File: src/rtl/uart_pkg.sv
// Shared UART definitions: receiver state encoding and baud-timing helpers
// used by both the receiver and the transmitter rework.
package uart_pkg;

    typedef enum logic [2:0] {
        ST_IDLE  = 3'd0,
        ST_START = 3'd1,
        ST_DATA  = 3'd2,
        ST_STOP  = 3'd3,
        ST_BREAK = 3'd4
    } uart_state_t;

    // Lowest clock-to-baud ratio at which centre sampling still has margin.
    localparam int MIN_RATIO = 16;

    // Last counter value of a full bit period.
    function automatic int bit_max(input int clk_hz, input int baud);
        return clk_hz / baud - 1;
    endfunction

    // Last counter value of half a bit period (start-bit centre).
    function automatic int half_max(input int clk_hz, input int baud);
        return (clk_hz / baud) / 2 - 1;
    endfunction

endpackage

File: src/rtl/sync_vote3.sv
// Input conditioning for the serial pin: 2-flop synchronizer, 3-sample
// history, majority vote and falling-edge detect on the synchronized line.
module sync_vote3 (
    input  logic clk,
    input  logic reset,
    input  logic din,
    output logic line,
    output logic vote,
    output logic fall
);

    logic       sync1;
    logic       sync2;
    logic [2:0] hist;

    // Synchronize the pin and keep the last three synchronized samples.
    always_ff @(posedge clk) begin
        // NOTE: every flop resets to 1 (idle line) so leaving reset can never look like a start edge.
        if (reset) begin
            sync1 <= 1'b1;
            sync2 <= 1'b1;
            hist  <= 3'b111;
        end else begin
            sync1 <= din;
            sync2 <= sync1;
            hist  <= {hist[1:0], sync2};
        end
    end

    assign line = sync2;
    assign vote = (hist[0] & hist[1]) | (hist[0] & hist[2]) | (hist[1] & hist[2]);
    // hist[0] is the synchronized value one cycle earlier.
    assign fall = ~sync2 & hist[0];

endmodule

File: src/rtl/uart_rx_v2.sv
// 8N1 UART receiver, LSB first. One majority vote per bit at the bit centre;
// each good byte is presented with a one-cycle rx_valid strobe.
module uart_rx_v2
    import uart_pkg::*;
#(
    parameter int clk_freq  = 12000000,
    parameter int uart_freq = 115200
) (
    input  logic       clk,
    input  logic       reset,
    input  logic       rx_p,
    output logic [7:0] dout,
    output logic       rx_valid,
    output logic       frame_err,
    output logic       rx_busy
);

    localparam int BIT_MAX  = bit_max(clk_freq, uart_freq);
    localparam int HALF_MAX = half_max(clk_freq, uart_freq);
    localparam int CW       = $clog2(BIT_MAX + 1);

    localparam logic [CW-1:0] BIT_LIM  = CW'(BIT_MAX);
    localparam logic [CW-1:0] HALF_LIM = CW'(HALF_MAX);

    // Refuse to elaborate with too few clocks per bit.
    generate
        if (clk_freq / uart_freq < MIN_RATIO) begin : g_ratio_check
            $error("uart_rx_v2: clk_freq/uart_freq must be at least 16");
        end
    endgenerate

    uart_state_t state, state_nxt;
    logic [CW-1:0] cnt;
    logic          cnt_clr;
    logic [2:0]    bitpos, bitpos_nxt;
    logic [7:0]    shreg, shreg_nxt;
    logic [7:0]    dout_nxt;
    logic          valid_nxt;
    logic          ferr_nxt;

    logic line;
    logic vote;
    logic fall;

    sync_vote3 u_sync (
        .clk   (clk),
        .reset (reset),
        .din   (rx_p),
        .line  (line),
        .vote  (vote),
        .fall  (fall)
    );

    // Next-state, shift-register and output decisions at each sample point.
    always_comb begin
        // NOTE: every variable gets a default first, so no path through the case can infer a latch.
        state_nxt  = state;
        bitpos_nxt = bitpos;
        shreg_nxt  = shreg;
        dout_nxt   = dout;
        valid_nxt  = 1'b0;
        ferr_nxt   = 1'b0;
        cnt_clr    = 1'b0;

        unique case (state)
            ST_IDLE: begin
                if (fall) begin
                    state_nxt = ST_START;
                    cnt_clr   = 1'b1;
                end
            end
            ST_START: begin
                if (cnt == HALF_LIM) begin
                    cnt_clr = 1'b1;
                    if (!vote) begin
                        state_nxt  = ST_DATA;
                        bitpos_nxt = 3'd0;
                    end else begin
                        // Line was back high at the start-bit centre: glitch.
                        state_nxt = ST_IDLE;
                    end
                end
            end
            ST_DATA: begin
                if (cnt == BIT_LIM) begin
                    cnt_clr           = 1'b1;
                    shreg_nxt[bitpos] = vote;
                    if (bitpos == 3'd7) begin
                        state_nxt = ST_STOP;
                    end else begin
                        bitpos_nxt = bitpos + 3'd1;
                    end
                end
            end
            ST_STOP: begin
                if (cnt == BIT_LIM) begin
                    cnt_clr = 1'b1;
                    if (vote) begin
                        dout_nxt  = shreg;
                        valid_nxt = 1'b1;
                        state_nxt = ST_IDLE;
                    end else begin
                        ferr_nxt  = 1'b1;
                        state_nxt = ST_BREAK;
                    end
                end
            end
            ST_BREAK: begin
                // Hold off until the line idles so a stuck-low pin cannot retrigger.
                if (line) begin
                    state_nxt = ST_IDLE;
                    cnt_clr   = 1'b1;
                end
            end
            default: begin
                state_nxt = ST_IDLE;
                cnt_clr   = 1'b1;
            end
        endcase
    end

    // State, counter, data path and output registers.
    always_ff @(posedge clk) begin
        // NOTE: sequential state uses non-blocking assignments so every flop samples pre-edge values.
        if (reset) begin
            state     <= ST_IDLE;
            cnt       <= '0;
            bitpos    <= 3'd0;
            shreg     <= 8'h00;
            dout      <= 8'h00;
            rx_valid  <= 1'b0;
            frame_err <= 1'b0;
        end else begin
            state     <= state_nxt;
            bitpos    <= bitpos_nxt;
            shreg     <= shreg_nxt;
            dout      <= dout_nxt;
            rx_valid  <= valid_nxt;
            frame_err <= ferr_nxt;
            if (cnt_clr) begin
                cnt <= '0;
            end else if (cnt != BIT_LIM) begin
                cnt <= cnt + CW'(1);
            end
        end
    end

    assign rx_busy = (state != ST_IDLE);

endmodule
File: config.mk
export PLATFORM = sky130hd
export DESIGN_NAME = uart_rx_v2
export DESIGN_NICKNAME = d
export VERILOG_FILES = /design/src/rtl/uart_pkg.sv /design/src/rtl/sync_vote3.sv /design/src/rtl/uart_rx_v2.sv
export SDC_FILE = /design/constraint.sdc
export NUM_CORES = 1
export LEC_CHECK = 0
export CORE_MARGIN = 4
export CORE_UTILIZATION = 45
export CTS_BUF_LIST = sky130_fd_sc_hd__clkbuf_4 sky130_fd_sc_hd__clkbuf_8
export CTS_CLUSTER_DIAMETER = 60
export DETAILED_ROUTE_END_ITERATION = 12
export PLACE_DENSITY_LB_ADDON = 0.3
export SYNTH_ARGS = -nofsm -noshare
export SYNTH_HDL_FRONTEND = slang
export SYNTH_SLANG_ARGS = --single-unit
File: constraint.sdc
create_clock -name clk -period 2.4 [get_ports clk]
set_input_delay 0.24 -clock clk [delete_from_list [all_inputs] [get_ports clk]]
set_output_delay 0.24 -clock clk [all_outputs]
set_load 0.02 [all_outputs]
==> metrics <==
worst-path fanout max 9; final setup fails 0; Highest Clock Rate 502.0 MHz; antenna violation net count after detailed routing 0; gpl congestion 0.8918; Layout area overhead 14.68%; Clk pwr share 39.3%; post-DP HPWL 2363 um; DR iter-0 viols 78; DR vias 1301; final number of hold-violating endpoints 0; RSZ-0062 raised after global routing no; Cell variety after synth 39; WP data arrival 1.75 ns; drt first pass iters 4; sink of the worst hold path u_sync.line; measured slew at the worst slew-check pin 0.7169 ns; Core Region 3390 um^2; post-synthesis cell area 1603 um^2; layout cells sized above 1 13.02%; number of global-route vias before repair 1303; Finished Cell Area 1838 um^2; Diodes inserted 0; GRT Overall Usage 16.76%; synthesized flop and latch total 36; Pwr Density 593.8 nW/um^2; combinational share of power 4.4%; hold buffer count at CTS 0; Syn. warnings 0; initial antenna violation count 0; Int Pwr 0.8545 mW; Crit Path Category reg -> out; r2r worst-path depth 6; Via density 5.466; Clk Latency, worst-skew pair 0.34 ns; Mapped Avg Cell Area 9.004 um^2; Post-Route WL 3256 um; # port buffers 13; crit end category output pin; Die Span Y 67.68 um; status completed; Synth Net Count 184; clock root cell clkbuf_4; CTS clk-pin slew, worst paths 0.10 ns; sw frac 21.70%; die width 67.68 um; sequential share of power 56.3%; relative slew slack 52.21%; Worst R2R Setup Slack 0.58 ns; Main synth FF type dfxtp_1; Critical R2R Capture bitpos[0]; final critical-path required period 1.992 ns; Remaining DRCs 0; die footprint 4581 um^2; Ports 14; fin util 54.23%; total CTS buffers 5; Initial Util 47.29%; first-pass GRT wire length 5720 um; FP Rows 21; final-stage net count 197; r2r startpoint bitpos[0]; count of final max-slew check failures 0; Static Leak 0.6747 nW; TritonCTS clock tree yes; CTS H-tree lvls 2; largest net degree at the start of global routing 19; post-cts resize count 0; number of enable flip-flop cells after synthesis 0; Routed WL per cell 13.68 um; setup TNS 0 ns; fin crit share 83.01%; CP Launch Point state[2]; clk buf depth 2; HP Class reg -> reg; sequential area share after synthesis 44.96%; grt total ovfl 0; Async S/R FF share, synth 0%; Hold Crit Depth 1; Worst Min Path Start u_sync.sync1; startpoint types flop; Peak supply drop 0.0004304 V; placed cell area 1758 um^2; Post-CTS Setup Repair Bufs 0; Req. time, crit path 2.16 ns; Syn Inst Count 178; Max Clock Skew 0.01141 ns; NetSw 0.2368 mW; max-cap violations 0; clk sinks 36
-- cell families (layout without fill, tap and decap cells) --
logic type	count (synthesis)	after routing	share of synthesized area, %
and+or+nand+nor	78	78	25.45
AOI/OAI and AO/OA	33	33	13.35
xor gates and xnor gates	6	6	3.279
DFF	36	36	44.96
buffers and inverters	11	25	3.435
muxes	10	10	6.557
adders and majority gates	4	4	2.967
-- final cells by class --
cell class                      count  area [um^2]
Clock inverter                      2        35.03
Multi-Input combinational cell    131        827.0
Inverter                            2        7.507
Timing Repair Buffer               15        145.1
Tap cell                           46        57.56
Clock buffer                        6        45.04
Sequential cell                    36        720.7
Fill cell                         305         1551
-- worst max-delay path by stage --
stage / end / cells past startpoint / slack (ns)
global route: rx_busy / 3 / 0.32
global placement: bitpos[0] / 6 / 0.67
finish: rx_busy / 3 / 0.41
CTS: rx_busy / 3 / 0.41
floorplan: bitpos[0] / 6 / 0.71
detailed placement: bitpos[0] / 5 / 0.60
-- sequential cells by signal, indices dropped and copies added (netlist names) --
name and cells:
bitpos 3, cnt 7, dout 8, frame_err 1, rx_valid 1, shreg 8, state 3, u_sync.hist 3
u_sync.line 1, u_sync.sync1 1
-- synthesized netlist by cell type, types with 2 or more instances --
library cell   n  share of area [%]
a22o_2         2                1.2
nand3_1       16                5.0
nor2b_1        2               0.78
xor2_1         4                2.2
nand3b_1       3                1.4
a22oi_1        2               0.94
nor2_1        17                4.0
xnor2_1        2                1.1
or2_2          6                2.3
dfxtp_1       36                 45
a21oi_1       12                3.7
and4b_1        2                1.2
buf_2          5                1.6
clkbuf_1       3               0.70
o21a_1         2               0.94
inv_1          2               0.47
o21ai_0       10                3.1
nand4_1        2               0.78
mux2i_1        9                5.6
nand2_1       16                3.7
ha_1           3                2.3
nor3_1         5                1.6
-- power groups by stage --
stage,Sequential (mW),Clock (mW),Combinational (mW)
after floorplan,0.624,0,0.0368
after global placement,0.627,0,0.0463
after detailed placement,0.628,0,0.0486
after CTS,0.614,0.438,0.0488
after global routing,0.616,0.463,0.0543
final,0.614,0.429,0.0483
-- critical path, stage by stage (launching register included) --
cell	delay [ns]
dfxtp_1	0.53
nor2_1	0.17
nand2_1	0.11
clkdlybuf4s50_1	0.60
-- metrics by stage --
| step | hold WS (ns) | setup WS, ns | power [mW] | instances |
|---|---|---|---|---|
| 2_1_floorplan | 0.3438 | 0.7085 | 0.6609 | 178 |
| 3_3_place_gp | 0.3979 | 0.6685 | 0.6736 | 230 |
| 3_5_place_dp | 0.4042 | 0.6011 | 0.6766 | 230 |
| 4_1_cts | 0.4333 | 0.4063 | 1.101 | 238 |
| 5_1_grt | 0.4398 | 0.3188 | 1.134 | 238 |
| 6_report | 0.4259 | 0.4078 | 1.091 | 238 |
-- routing by layer --
layer  global-route usage, %  vias up  wire (um)  part of all wire, %
li1                        -      660          -                    -
met1                   19.23      604       1416                   43
met2                   27.83       31       1632                   50
met3                   3.993        6        156                  4.8
met4                   10.38        0         51                  1.6
met5                       0        -          0                    0
-- layout by cell type (no fill, tap or decap), drive strengths merged, types with 2 or more instances in the layout --
cell,Yosys,routed
o21ai,10,10
nor3,5,5
nand3,16,16
clkbuf,3,6
a22oi,2,2
or2,6,6
nand3b,3,3
mux2i,9,9
clkdlybuf4s50,0,13
nand4,2,2
and3,3,3
nand2,16,16
ha,3,3
a21oi,12,12
nor2,17,17
buf,6,2
inv,2,2
xnor2,2,2
and4b,2,2
xor2,4,4
nor4,2,2
o21a,2,2
a22o,2,2
dfxtp,36,36
nor2b,2,2
No activity file was read; power rests on OpenSTA's default activity.
